File: config.mk
export PLATFORM = sky130hd
export DESIGN_NAME = btn_evt_decoder
export DESIGN_NICKNAME = d
export VERILOG_FILES = /design/src/rtl/btn_evt_decoder.sv
export SDC_FILE = /design/constraint.sdc
export NUM_CORES = 1
export LEC_CHECK = 0
export CELL_PAD_IN_SITES_DETAIL_PLACEMENT = 1
export CELL_PAD_IN_SITES_GLOBAL_PLACEMENT = 1
export CORE_UTILIZATION = 35
export DETAILED_ROUTE_END_ITERATION = 7
export GPL_TIMING_DRIVEN = 0
export PLACE_DENSITY_LB_ADDON = 0.1
export SYNTH_ARGS = -nofsm -noshare
export SYNTH_HDL_FRONTEND = slang
export SYNTH_SLANG_ARGS = --single-unit
File: constraint.sdc
create_clock -name clk -period 2 [get_ports clk]
set_input_delay 0.2 -clock clk [delete_from_list [all_inputs] [get_ports clk]]
set_output_delay 0.2 -clock clk [all_outputs]
set_load 0.02 [all_outputs]
File: src/rtl/btn_evt_decoder.sv
// Button event decoder: debounces raw button samples, measures press
// duration in sample ticks and raises sticky short/long press flags.
// Optional feature macro: BTN_EVT_RESET_EN adds the HOLD state and a one-cycle
// rst_req pulse when a hold reaches RST_STB samples.
module btn_evt_decoder #(
    parameter int unsigned DEBOUNCE_N = 4,
    parameter int unsigned LONG_STB   = 500,
    parameter int unsigned RST_STB    = 2500,
    parameter int unsigned DUR_W      = 16
) (
    input  logic             clk,
    input  logic             rst,
    input  logic             btn_val,
    input  logic             btn_stb,
    output logic             btn_stable,
    output logic [DUR_W-1:0] press_dur,
    output logic             evt_short,
    output logic             evt_long,
    input  logic [1:0]       evt_clr,
    output logic             rst_req
);

    localparam int unsigned      CNT_W    = 4;
    localparam logic [CNT_W-1:0] DEB_VAL  = CNT_W'(DEBOUNCE_N);
    localparam logic [DUR_W-1:0] DUR_MAX  = '1;
    localparam logic [DUR_W-1:0] LONG_VAL = DUR_W'(LONG_STB);

    // Elaboration guard: the reset threshold must lie beyond the long threshold.
    if (RST_STB <= LONG_STB) begin : g_cfg_err
        $error("btn_evt_decoder: RST_STB must exceed LONG_STB");
    end

`ifdef BTN_EVT_RESET_EN
    localparam logic [DUR_W-1:0] RST_VAL = DUR_W'(RST_STB);
    typedef enum logic [1:0] {IDLE, PRESS, LONG, HOLD} state_t;
`else
    typedef enum logic [1:0] {IDLE, PRESS, LONG} state_t;
`endif

    state_t           state_q;
    state_t           state_d;
    logic [CNT_W-1:0] cnt_q;
    logic [CNT_W-1:0] cnt_inc_c;
    logic             stable_dly_q;
    logic             rise_c;
    logic             fall_c;
    logic [DUR_W-1:0] dur_inc_c;
    logic [DUR_W-1:0] dur_d;
    logic             short_d;
    logic             long_d;
    logic             rst_req_d;

    assign cnt_inc_c = cnt_q + CNT_W'(1);
    assign rise_c    = btn_stable & ~stable_dly_q;
    assign fall_c    = ~btn_stable & stable_dly_q;
    assign dur_inc_c = (press_dur == DUR_MAX) ? press_dur : press_dur + DUR_W'(1);

    // Debounce: count consecutive strobes that disagree with the stable state.
    always_ff @(posedge clk) begin
        if (rst) begin
            cnt_q      <= '0;
            btn_stable <= 1'b0;
        end else if (btn_stb) begin
            if (btn_val != btn_stable) begin
                if (cnt_inc_c == DEB_VAL) begin
                    btn_stable <= ~btn_stable;
                    cnt_q      <= '0;
                end else begin
                    cnt_q <= cnt_inc_c;
                end
            end else begin
                cnt_q <= '0;
            end
        end
    end

    // State and registered outputs; FSM sees debounced edges one cycle late.
    always_ff @(posedge clk) begin
        if (rst) begin
            state_q      <= IDLE;
            stable_dly_q <= 1'b0;
            press_dur    <= '0;
            evt_short    <= 1'b0;
            evt_long     <= 1'b0;
            rst_req      <= 1'b0;
        end else begin
            state_q      <= state_d;
            stable_dly_q <= btn_stable;
            press_dur    <= dur_d;
            evt_short    <= short_d;
            evt_long     <= long_d;
            rst_req      <= rst_req_d;
        end
    end

    // Next state, duration update and sticky flag logic (set beats clear).
    always_comb begin
        state_d   = state_q;
        dur_d     = press_dur;
        short_d   = evt_short & ~evt_clr[0];
        long_d    = evt_long & ~evt_clr[1];
        rst_req_d = 1'b0;
        case (state_q)
            IDLE: begin
                if (rise_c) begin
                    state_d = PRESS;
                    dur_d   = '0;
                end
            end
            PRESS: begin
                if (fall_c) begin
                    state_d = IDLE;
                    short_d = 1'b1;
                end else if (btn_stb) begin
                    dur_d = dur_inc_c;
                    if (dur_inc_c == LONG_VAL) begin
                        state_d = LONG;
                        long_d  = 1'b1;
                    end
                end
            end
            LONG: begin
                if (fall_c) begin
                    state_d = IDLE;
                end else if (btn_stb) begin
                    dur_d = dur_inc_c;
`ifdef BTN_EVT_RESET_EN
                    if (dur_inc_c == RST_VAL) begin
                        state_d   = HOLD;
                        rst_req_d = 1'b1;
                    end
`endif
                end
            end
`ifdef BTN_EVT_RESET_EN
            HOLD: begin
                if (fall_c) begin
                    state_d = IDLE;
                end else if (btn_stb) begin
                    dur_d = dur_inc_c;
                end
            end
`endif
            default: state_d = IDLE;
        endcase
    end

endmodule

Yosys cells after proc, flatten, opt, wreduce, memory -nomap -nowiden
Cells that the tools add are included.

operators by class
  add/sub/neg operators = 2
  equal/unequal tests = 12
  mux-type cells = 19
  bitwise operators = 8
  reduce and logical (&&, ||, !) cells = 6

operators with widths
  cell                                                   number
  two-way mux 16 bit                                     4
  one-hot mux 16 bit (2 select lines)                    1
  adder 16 x 1 -> 16 bit, second input constant          1
  equality test 16 bit, second input constant            1
  equality test 16 x 9 -> 1 bit, second input constant   1
  two-way mux 2 bit                                      5
  two-way mux 4 bit                                      2
  AND reduction 4 bit                                    2
  two-way mux 1 bit                                      6
  inequality test 2 bit, second input constant           3
  inequality test 3 bit, second input constant           2
  one-hot mux 2 bit (3 select lines)                     1
  adder 4 x 1 -> 4 bit, second input constant            1
  AND 1 bit                                              4
  equality test 4 x 3 -> 1 bit, second input constant    1
  NOT 1 bit                                              4
  AND reduction 3 bit                                    1
  equality test 2 x 1 -> 1 bit, second input constant    1
  equality test 2 bit, second input constant             1
  zero test 2 bit                                        1
  inequality test 2 x 1 -> 1 bit, second input constant  1
  nonzero test 2 bit                                     1
  OR reduction 2 bit                                     1
  inequality test 1 bit                                  1

storage, ports and cells
  register bits = 26
  input port bits = 6
  word-level logic and storage cells = 54

Logic depth before layout (Yosys ltp)
Gate-level depths: netlist (run 1).

  depth in word-level cells = 7
  depth in mapped cells = 8
  depth with buffers taken out = 7

Least setup slack after synthesis (run 1)
OpenSTA, ideal clock, no wires.

  path type = flip-flop to flip-flop
  start point = register press_dur[4]
  end point = register state_q[1]
  data arrival time = 2287 ps
  data required time = 1914 ps
  setup slack = -374 ps
  stages on the path, launching flop included = 8
  path buffers = 1
  clock period less this slack = 2374 ps
  cells stage by stage = dfxtp_1 > buf_4 > nand3_2 > or4_2 > xnor2_1 > nor4_1 > nand4_1 > a221oi_2

on the way
  cells in the longest elaborated chain, start to end = 5
  elaborated cells on any way between the ends = 6

ends and longest elaborated chain
  element                                                                RTL line  text
  start, declared                                                        16        output logic [DUR_W-1:0] press_dur,
  start signal, assigned                                                 89        press_dur <= dur_d;
  adder 16 x 1 -> 16 bit / equality test 16 bit (equally long branches)  56        assign dur_inc_c = (press_dur == DUR_MAX) ? press_dur : press_dur + DUR_W'(1);
  two-way mux 16 bit (*)                                                 56
  equality test 16 x 9 -> 1 bit (*)                                      116       if (dur_inc_c == LONG_VAL) begin
  inequality test 3 bit (no source line) (*)                             n/a
  AND reduction 4 bit (no source line) (*)                               n/a
  end signal, assigned                                                   87        state_q <= state_d;
  end, declared                                                          40        state_t state_q;

Every way passes the cells marked *; elsewhere a longest branch is shown, timed or not.
A chain may end at the register's enable or synchronous reset.

Worst setup path in the final report (run 1)
  start point = register press_dur[0]
  end point = register state_q[1]

The elaborated chain is that of the path after synthesis.

==> results.yml, run 1 <==
detailed_routing:
  drtIter0Drc: 104
  drc: 3
  wire_per_inst_um: 19.9
  drt_wl_total_um: 6370
  vias: 1929
  drtAntennaViolNets: 0
  drt_pass1_iterations: 6
  drt-vias-per-instance: 6.03
synth:
  synth.distinct_cells: 47
  synth_cells: 214
  ys_seq_elements: 26
  synth_edf_count: 0
  yosysTopAreaCell: "dfxtp_1"
  syn_nets: 225
  synth_area_leaders: "dfxtp_1 31%, a21oi_1 6.9%, nand2_1 4.7%"
  yosysSeqAreaShare_pct: 31.1
  synth_top_area_share_pct: 31.1
  avgSynthCellArea_um2: 7.82
  yosysWarningCount: 0
  ys.flop_type: "dfxtp_1"
  syn_area_um2: 1670
  async_reset_ff_share_pct: 0
global_route:
  grtUsageTotal_pct: 24.7
  grt_pass1_vias: 2029
  grt_pass1_wl_um: 9810
  grt-ovfl-total: 0
  grt_start_max_net_pins: 16
  antenna_found_initial: 0
clock_network:
  clockBufferDepth: 2
  cts_buffers: 3
  cts_tree: "done"
  htree_levels: 1
  cts_num_sinks: 26
  clk_latency_ns: 0.28
  path_clk_slew_ns: 0.10
  cts-root-buf: "clkbuf_8"
setup_path:
  cp_top_family: "simple AND/OR/NAND/NOR gates"
  cp_slowest_cell: "or4_4"
  r2r_cells: 7
  cp.arrival_ns: 2.35
  path_cells: "buf_4 > nand4_1 > or4_4 > xnor2_1 > nor4_4 > nand4_1 > a221oi_2"
  worstPathRequired_ns: 2.21
  crit_fanout: 4
  crit_path_end_kind: "flip-flop"
  crit_buf_inv: 1
  critical_path_class: "reg2reg"
  cpPeakStageDelay_ns: 0.48
  cp_common_cell: "nand4_1"
  cp-start-kind: "flip-flop"
  worst-path-stages: 7
placed_design:
  portBuffers: 22
  pre_cts_slack_ns: -0.334
  gp_congestion: 0.812
  hpwl_um: 3880
power_and_ir_drop:
  clock_power_share_pct: 44.5
  leakagePower_nw: 0.911
  intPower_mw: 0.801
  power_density_nw_per_um2: 403
  swShare_pct: 22.4
  pwr-share-comb_pct: 6.0
  power_frac_seq_pct: 49.5
  total_power_mw: 1.03
  p_sw_mw: 0.232
  ir_drop_uv: 284
timing:
  worst_slack_ns: -0.141
  setup_violations: 8
  finalCritPeriodShare_pct: 107
  tightestPinTransition_ns: 0.666
  skew_ns: 0.00247
  min_period_ns: 2.14
  rsz0062_at_grt: "true"
  hold_violations: 0
  slew_viol_final: 0
  slew-limit-headroom_pct: 55.6
  fmax_ghz: 0.467
run:
  drv_cap: 0
hold_path:
  hold_class: "in2reg"
  hold_depth: 2
layout:
  antennaDiodeCount: 0
  final_cell_mix: "29 x buf_4, 22 x clkdlybuf4s50_1, 18 x nand2_1, 18 x a21oi_1, 14 x nor2_1"
  utilization_pct: 57.2
  fillers: 526
  final_layout_size_suffix_gt1_share_pct: 36.6
  syn_to_final_growth_pct: 53.1
  layout_commonest_cell: "buf_4"
  num-nets-final: 280
floorplanning:
  die_w_um: 71.1
  dieArea_um2: 5060
  die_y_um: 71.1
  start_util_pct: 37.4
  io_pins: 26
  row_count: 24
  core_area_um2: 4470
status:
  failed_checks: "design-rule violations, negative setup slack"
  status: "complete, but fails checks"
==> path summary, 6_finish.rpt <==
| path | from | endpoint | slack [ns] |
|---|---|---|---|
| setup reg to reg | press_dur[0] | state_q[1] | -0.14 |
| setup / recovery | press_dur[0] | state_q[1] | -0.14 |
| hold / removal | rst | stable_dly_q | 0.28 |
| hold reg to reg | evt_long | evt_long | 0.48 |
==> cell type report <==
| type | instances | area, um^2 | area share [%] |
|---|---|---|---|
| multi-input combinational | 170 | 1310 | 51.1 |
| sequential | 26 | 559 | 21.8 |
| timing repair buffer | 54 | 479 | 18.7 |
| tap | 52 | 65.1 | 2.54 |
| buffer | 9 | 60.1 | 2.34 |
| clock buffer | 3 | 41.3 | 1.61 |
| clock inverter | 1 | 30.0 | 1.17 |
| inverter | 5 | 18.8 | 0.733 |
==> cell usage after synthesis (3+ instances only) <==
cell / number
xnor2_1: 3
ha_1: 5
nand2_1: 21
inv_1: 5
nor2_1: 15
nand2b_1: 4
and3_1: 5
a21oi_1: 23
clkbuf_1: 7
a41oi_1: 3
o211a_1: 3
nand3_1: 10
a311oi_1: 4
nand4_1: 7
o21ai_0: 12
a31o_2: 3
dfxtp_1: 26
nor4_1: 7
nor3_1: 5
o211ai_1: 3
nor2b_1: 6
==> flip-flops by register name (all words and copies together) (netlist names) <==
register and cells:
evt_long 1, stable_dly_q 1, press_dur 16, state_q 2, btn_stable 1, cnt_q 4, evt_short 1
==> per-layer routing <==
layer / track usage, % / up-vias / part of all wire [%]
li1: - / 908 / -
met1: 29.1 / 955 / 43
met2: 45.7 / 50 / 51
met3: 3.13 / 16 / 3.3
met4: 8.89 / 0 / 2.3
met5: 0 / - / 0
==> power groups by stage <==
stage / Combinational (mW) / Clock (mW) / Sequential (mW)
6_report: 0.0621 / 0.460 / 0.511
5_1_grt: 0.0688 / 0.485 / 0.512
4_1_cts: 0.0579 / 0.463 / 0.512
3_5_place_dp: 0.0567 / 0 / 0.528
3_3_place_gp: 0.0540 / 0 / 0.528
2_1_floorplan: 0.0371 / 0 / 0.527
==> kinds of logic (layout without fill, tap and decap cells) <==
family | count (synthesis) | after routing | synth area share, %
adders and majority gates | 5 | 5 | 3.74
and+or+nand+nor | 96 | 96 | 31.1
DFF | 26 | 26 | 31.1
other | 1 | 1 | 0.224
AOI/OAI and AO/OA | 59 | 59 | 23.5
buffers and inverters | 18 | 72 | 5.16
xor gates and xnor gates | 5 | 5 | 2.62
muxes | 4 | 4 | 2.54
==> per-stage QoR <==
stage               instances  hold WS, ns  instance area (um^2)  TNS (ns)
floorplan                 214        0.363                  1770   -0.0565
global placement          288        0.456                  2050     -1.71
detailed placement        288        0.473                  2050     -2.93
CTS                       313        0.277                  2410    -0.801
global route              320        0.328                  2560     -1.43
finish                    320        0.283                  2560    -0.729
==> timing repair <==
item,CTS,global route
hold buffers,0,0
endpoints found under the setup margin,19,19
setup buffers,23,9
cloned,0,1
resized for setup,33,27
pin swaps,21,16
(Power assumes the default switching activity.)
==> inputs of run 2 (changes only) <==
Settings changed: RECOVER_POWER set to 25.
==> results of run 2 <==
Same layout as run 1: the final DEF is identical, and so are final timing and power.
